**src/rtl/guess_entry.sv**
```systemverilog
// -----------------------------------------------------------------------------
// guess_entry
//
// Collects debounced keypad presses into a multi-digit BCD guess and hands
// the completed guess to the game-logic comparator over a valid/ready
// handshake. Each key press is edge-detected, so a held key is counted once.
//
// Key map (bit i of keys = key labelled hex i):
//   0-9 digit, A backspace (optional), E clear, F enter, B/C/D ignored.
//
// Optional feature macro: GUESS_ENTRY_BACKSPACE_EN
//   defined   -> key A removes the newest digit
//   undefined -> key A is ignored and no backspace shifter is built
//
// Parameters:
//   NUM_DIGITS   maximum digits per guess (1..4)
//
// Ports:
//   clk          system clock
//   rst          asynchronous active-low reset
//   keys         debounced key levels, same clock domain
//   guess        BCD guess, newest digit in [3:0], unused upper digits zero
//   digit_count  number of digits entered (0..NUM_DIGITS)
//   guess_valid  completed guess is held for the consumer
//   guess_ready  consumer accepts the guess
//   overflow     sticky: a digit was pressed while the buffer was full
// -----------------------------------------------------------------------------
module guess_entry #(
  parameter int NUM_DIGITS = 2
) (
  input  logic                      clk,
  input  logic                      rst,
  input  logic [15:0]               keys,
  output logic [4*NUM_DIGITS-1:0]   guess,
  output logic [2:0]                digit_count,
  output logic                      guess_valid,
  input  logic                      guess_ready,
  output logic                      overflow
);

  localparam int W = 4 * NUM_DIGITS;

  typedef enum logic [0:0] {
    ST_ENTRY = 1'b0,
    ST_HOLD  = 1'b1
  } state_e;

  state_e        state_q, state_d;
  logic [15:0]   keys_prev_q;
  logic [W-1:0]  guess_q, guess_d;
  logic [2:0]    count_q, count_d;
  logic          valid_q, valid_d;
  logic          overflow_q, overflow_d;

  logic [15:0]   press_s;
  logic          single_s;
  logic [3:0]    key_idx_s;
  logic [W-1:0]  digit_ext_s;

  // Rising-edge detect; a press is acted on only when exactly one key rose.
  always_comb begin
    press_s  = keys & ~keys_prev_q;
    single_s = (press_s != 16'h0000) &&
               ((press_s & (press_s - 16'h0001)) == 16'h0000);
  end

  // Encode the single pressed key to its hex label.
  always_comb begin
    key_idx_s = 4'd0;
    for (int i = 0; i < 16; i++) begin
      key_idx_s = press_s[i] ? 4'(i) : key_idx_s;
    end
  end

  // Zero-extend the pressed digit to guess width (works for NUM_DIGITS = 1).
  always_comb begin
    digit_ext_s      = '0;
    digit_ext_s[3:0] = key_idx_s;
  end

  // Next-state and next-output logic.
  always_comb begin
    state_d    = state_q;
    guess_d    = guess_q;
    count_d    = count_q;
    valid_d    = valid_q;
    overflow_d = overflow_q;

    case (state_q)
      ST_ENTRY: begin
        if (single_s) begin
          case (key_idx_s)
            4'h0, 4'h1, 4'h2, 4'h3, 4'h4,
            4'h5, 4'h6, 4'h7, 4'h8, 4'h9: begin
              if (count_q < 3'(NUM_DIGITS)) begin
                // Shifting left drops nothing useful: the top digit is
                // necessarily zero while the buffer is not full.
                guess_d = (guess_q << 4) | digit_ext_s;
                count_d = count_q + 3'd1;
              end else begin
                overflow_d = 1'b1;
              end
            end
`ifdef GUESS_ENTRY_BACKSPACE_EN
            4'hA: begin
              if (count_q != 3'd0) begin
                guess_d = guess_q >> 4;
                count_d = count_q - 3'd1;
              end else begin
                guess_d = guess_q;
              end
            end
`endif
            4'hE: begin
              guess_d    = '0;
              count_d    = 3'd0;
              overflow_d = 1'b0;
            end
            4'hF: begin
              if (count_q != 3'd0) begin
                state_d = ST_HOLD;
                valid_d = 1'b1;
              end else begin
                state_d = ST_ENTRY;
              end
            end
            default: begin
              state_d = ST_ENTRY;
            end
          endcase
        end else begin
          state_d = ST_ENTRY;
        end
      end

      ST_HOLD: begin
        // Guess is frozen and every key is ignored until the consumer takes it.
        if (valid_q && guess_ready) begin
          state_d    = ST_ENTRY;
          guess_d    = '0;
          count_d    = 3'd0;
          valid_d    = 1'b0;
          overflow_d = 1'b0;
        end else begin
          state_d = ST_HOLD;
        end
      end

      default: begin
        state_d    = ST_ENTRY;
        guess_d    = '0;
        count_d    = 3'd0;
        valid_d    = 1'b0;
        overflow_d = 1'b0;
      end
    endcase
  end

  // State and output registers; keys_prev resets high so keys held through
  // reset release do not register as presses.
  always_ff @(posedge clk or negedge rst) begin
    if (!rst) begin
      state_q     <= ST_ENTRY;
      keys_prev_q <= 16'hFFFF;
      guess_q     <= '0;
      count_q     <= 3'd0;
      valid_q     <= 1'b0;
      overflow_q  <= 1'b0;
    end else begin
      state_q     <= state_d;
      keys_prev_q <= keys;
      guess_q     <= guess_d;
      count_q     <= count_d;
      valid_q     <= valid_d;
      overflow_q  <= overflow_d;
    end
  end

  assign guess       = guess_q;
  assign digit_count = count_q;
  assign guess_valid = valid_q;
  assign overflow    = overflow_q;

endmodule

```
**config.mk**
```make
export PLATFORM = sky130hd
export DESIGN_NAME = guess_entry
export DESIGN_NICKNAME = d
export VERILOG_FILES = /design/src/rtl/guess_entry.sv
export SDC_FILE = /design/constraint.sdc
export NUM_CORES = 1
export LEC_CHECK = 0
export BUFFER_PORTS_ARGS = -buffer_cell sky130_fd_sc_hd__buf_2
export CORE_MARGIN = 2
export CORE_UTILIZATION = 61
export CTS_BUF_LIST = sky130_fd_sc_hd__clkbuf_2 sky130_fd_sc_hd__clkbuf_4 sky130_fd_sc_hd__clkbuf_8
export DETAILED_ROUTE_END_ITERATION = 7
export GPL_TIMING_DRIVEN = 0
export PLACE_DENSITY = 0.95
export SYNTH_ARGS = -nofsm -noshare
export SYNTH_HDL_FRONTEND = slang
export SYNTH_SLANG_ARGS = --single-unit
```
**constraint.sdc**
```tcl
create_clock -name clk -period 5.2 [get_ports clk]
set_input_delay 0.26 -clock clk [delete_from_list [all_inputs] [get_ports clk]]
set_output_delay 0.26 -clock clk [all_outputs]
set_load 0.02 [all_outputs]
```
==> run metrics <==
Max Fanout on Critical Path=10; Core Region=between 2000 and 3000 um2; start-to-end type of the worst setup path=flop to flop; effective utilization at floorplan=65.7%; HPWL Detailed=approximately 2600 um; kind of end point of the critical path=flop; achievable frequency=397 MHz; number of max-cap violations=0; cell class contributing the biggest share of worst-path delay=compound AO/OA/AOI/OAI gates; pin count of the biggest net entering global routing=31; share of flip-flops with an asynchronous set or reset=100%; slew at the pin closest to its max-slew limit=0.654 ns; most common cell after layout, fill and taps aside=buf_2; average cell area after synthesis=11.5 um2; clock sink count=30; vias in the first global route=about 1300; number of nets produced by synthesis=167; diodes inserted=0; status=complete, no violations; IO Port Bufs=31; final RePlAce weighted congestion=slightly above 0.9; Max transition margin=between 50% and 60%; final worst slack=between 2 and 3 ns; clk root buf=clkbuf_4; total CTS buffers=5; start point of the worst min-delay path=keys[14]; Worst-Skew Late Latency=0.34 ns; global-route total usage across every layer=roughly a quarter; total negative setup slack=0 ns; height of the die=approximately 56 um; Max IR drop VDD=approximately 0.37 mV; launch point of the worst path=keys_prev_q[6]; antenna violations before repair=0; final total power=slightly below 0.0007 W; layout filler cell count=170; Critical Path RT=around 5.4 ns; Die Footprint=approximately 3200 um2; synthesis-to-finish area growth=15.9%; worst-case setup slack after placement=2.72 ns; number of buffers between clock root and the deepest sink=2; Fin Clk Skew=~0.0073 ns; Resize count post-CTS=0; register area share after synthesis=46.1%; overflow left after global routing=0; start of the worst register-to-register path=keys_prev_q[6]; Worst Reg2Reg Path Length in Cells=7; routed wirelength normalized by instance count=roughly 16 um; io pins=32; final worst path period need=2.52 ns; unique cell type count in the Yosys netlist=53; area of combinational cells with multiple inputs=865 um2; Mapped Area=1670 um2; wire length of the first global-routing pass=between 5000 and 6000 um; detail-routed via count per cell=around 5.9; vias after detailed routing=between 1000 and 1500; clock tree from TritonCTS=yes; DRC violation total after the first TritonRoute iteration=53; DRC errors left=0; final-report setup violation count=0; Initial DRT Pass Iterations=4; commonest cells after routing, fill and taps aside=buf_2 (31), dfstp_2 (16), dfrtp_1 (14), nand2_1 (10); capture endpoint of the worst hold path=keys_prev_q[14]; cell leakage power=about 0.95 nW; layout cell share with drive strength beyond 1=46.2%; count of warnings emitted by yosys=0; area used by sequential logic in the layout=771 um2; total power density per cell area=348 nW/um2; final hold viol count=0; critical path arrival=~2.8 ns; unrepaired setup endpoints after global routing=no; Hold Path Depth=1; clk slew on worst S/H paths=0.09 ns; die width=between 50 and 60 um; destination of the worst register-to-register timing path=guess[0]; site row count=18; number of nets at the end of the flow=between 200 and 250; total placed instance area=about 1900 um2; detailed-route wire length=3440 um; buffering stage count on the worst path with inverters included=0; fraction of the cycle the final worst path needs=48.4%; final design instance area without fill=about 1900 um2; synthesized netlist cell count=146; critical path startpoint category=flop; maximum single-stage delay on the critical path=roughly 0.54 ns; Final Max Tran Viols=0; min-delay worst type=primary input to flop; register-to-register setup slack=2.68 ns; slowest cell on the critical path=dfstp_2; register bit count reported by yosys=30; Critical Path, Cell by Cell=nand2b_4 > a21oi_1 > o31ai_1 > a41oi_1 > o41ai_4 > nand2_4 > mux2_4; EDFF count, synth=0; dominant synthesized flop cell=dfstp_2; H-tree depth=2; antenna violation net count after detailed routing=0
## worst max-delay path by stage
stage | slack [ns] | cells past startpoint | endpoint
5_1_grt | 2.57 | 7 | guess[0]
6_report | 2.68 | 7 | guess[0]
2_1_floorplan | 3.02 | 7 | digit_count[0]
3_3_place_gp | 2.90 | 7 | guess[3]
4_1_cts | 2.69 | 7 | guess[0]
3_5_place_dp | 2.72 | 7 | guess[0]
## final cells by class
cell class | instances | share of cell area (%)
multi-input cells | 108 | 44.6
flip-flops and latches | 30 | 39.7
repair buffers | 32 | 8.52
clock buffers | 7 | 3.03
well taps | 30 | 1.94
inverters | 7 | 1.35
plain buffers | 1 | 0.581
clock inverters | 1 | 0.258
## repair_timing
item                                   CTS  global route
hold buffers                             1             0
buffers inserted                         0             0
endpoints found under the hold margin   14             0
## routing by layer
| metal | GRT usage [%] | up-vias | part of all wire (%) |
|---|---|---|---|
| met3 | 9.45 | 10 | 6.9 |
| met4 | 8.50 | 0 | 2.4 |
| met1 | 28.2 | 606 | 40 |
| met2 | 42.7 | 50 | 51 |
| li1 | - | 604 | - |
| met5 | 0 | - | 0 |
## logic make-up after synthesis
kind of cell | after synthesis | share of synthesized area [%]
simple gates | 63 | 27.8
compound gates | 31 | 14.1
flops | 30 | 46.1
mux | 10 | 7.18
buf+inv | 8 | 2.24
fa+ha+maj | 3 | 2.09
xor+xnor | 1 | 0.524
## per-stage QoR
step | cells | hold slack (ns) | util, %
2_1_floorplan | 146 | -0.0356 | -
3_3_place_gp | 207 | 0.298 | 73.3
3_5_place_dp | 207 | 0.318 | 73.3
4_1_cts | 216 | 0.0143 | 76.2
5_1_grt | 216 | 0.00445 | 76.2
6_report | 216 | 0.0211 | 76.2
## power breakdown
| part | internal, W | leakage [nW] | switching (W) | total [W] |
|---|---|---|---|---|
| Combinational | 0.0000914 | 0.572 | 0.000127 | 0.000218 |
| Sequential | 0.000279 | 0.342 | 0.0000268 | 0.000306 |
| Clock | 0.0000706 | 0.0387 | 0.0000804 | 0.000151 |
| Total | 0.000441 | 0.953 | 0.000234 | 0.000675 |
## synthesized netlist by cell type, drive strengths merged (2+ instances only)
cell type,instances,area (um2)
mux2i,6,60.1
nand2b,14,135
inv,7,26.3
nor2b,4,32.5
ha,2,25.0
dfstp,16,420
mux2,4,60.1
nor3,3,15.0
nor2,7,26.3
a21o,2,16.3
a21oi,6,30.0
and2,2,13.8
dfrtp,14,350
nor4,5,58.8
a41oi,2,17.5
nand4,2,27.5
and2b,5,41.3
o21ai,6,30.0
nand2,13,66.3
or3,2,13.8
o21a,2,15.0
nand3,4,20.0
## worst reg2reg max path: cells and delay by family, from the launching register on
family           cells  cell delay, ns
AND/OR/NAND/NOR      2            0.37
AO/OA/AOI/OAI        4            1.16
multiplexers         1            0.34
flip-flops           1            0.54
## state kept, by name, summed over array words and instances, names as in the netlist
name,cells
state_q,1
overflow,1
guess_valid,1
guess,8
digit_count,3
keys_prev_q,16
Power figures use the tool's default switching activity.
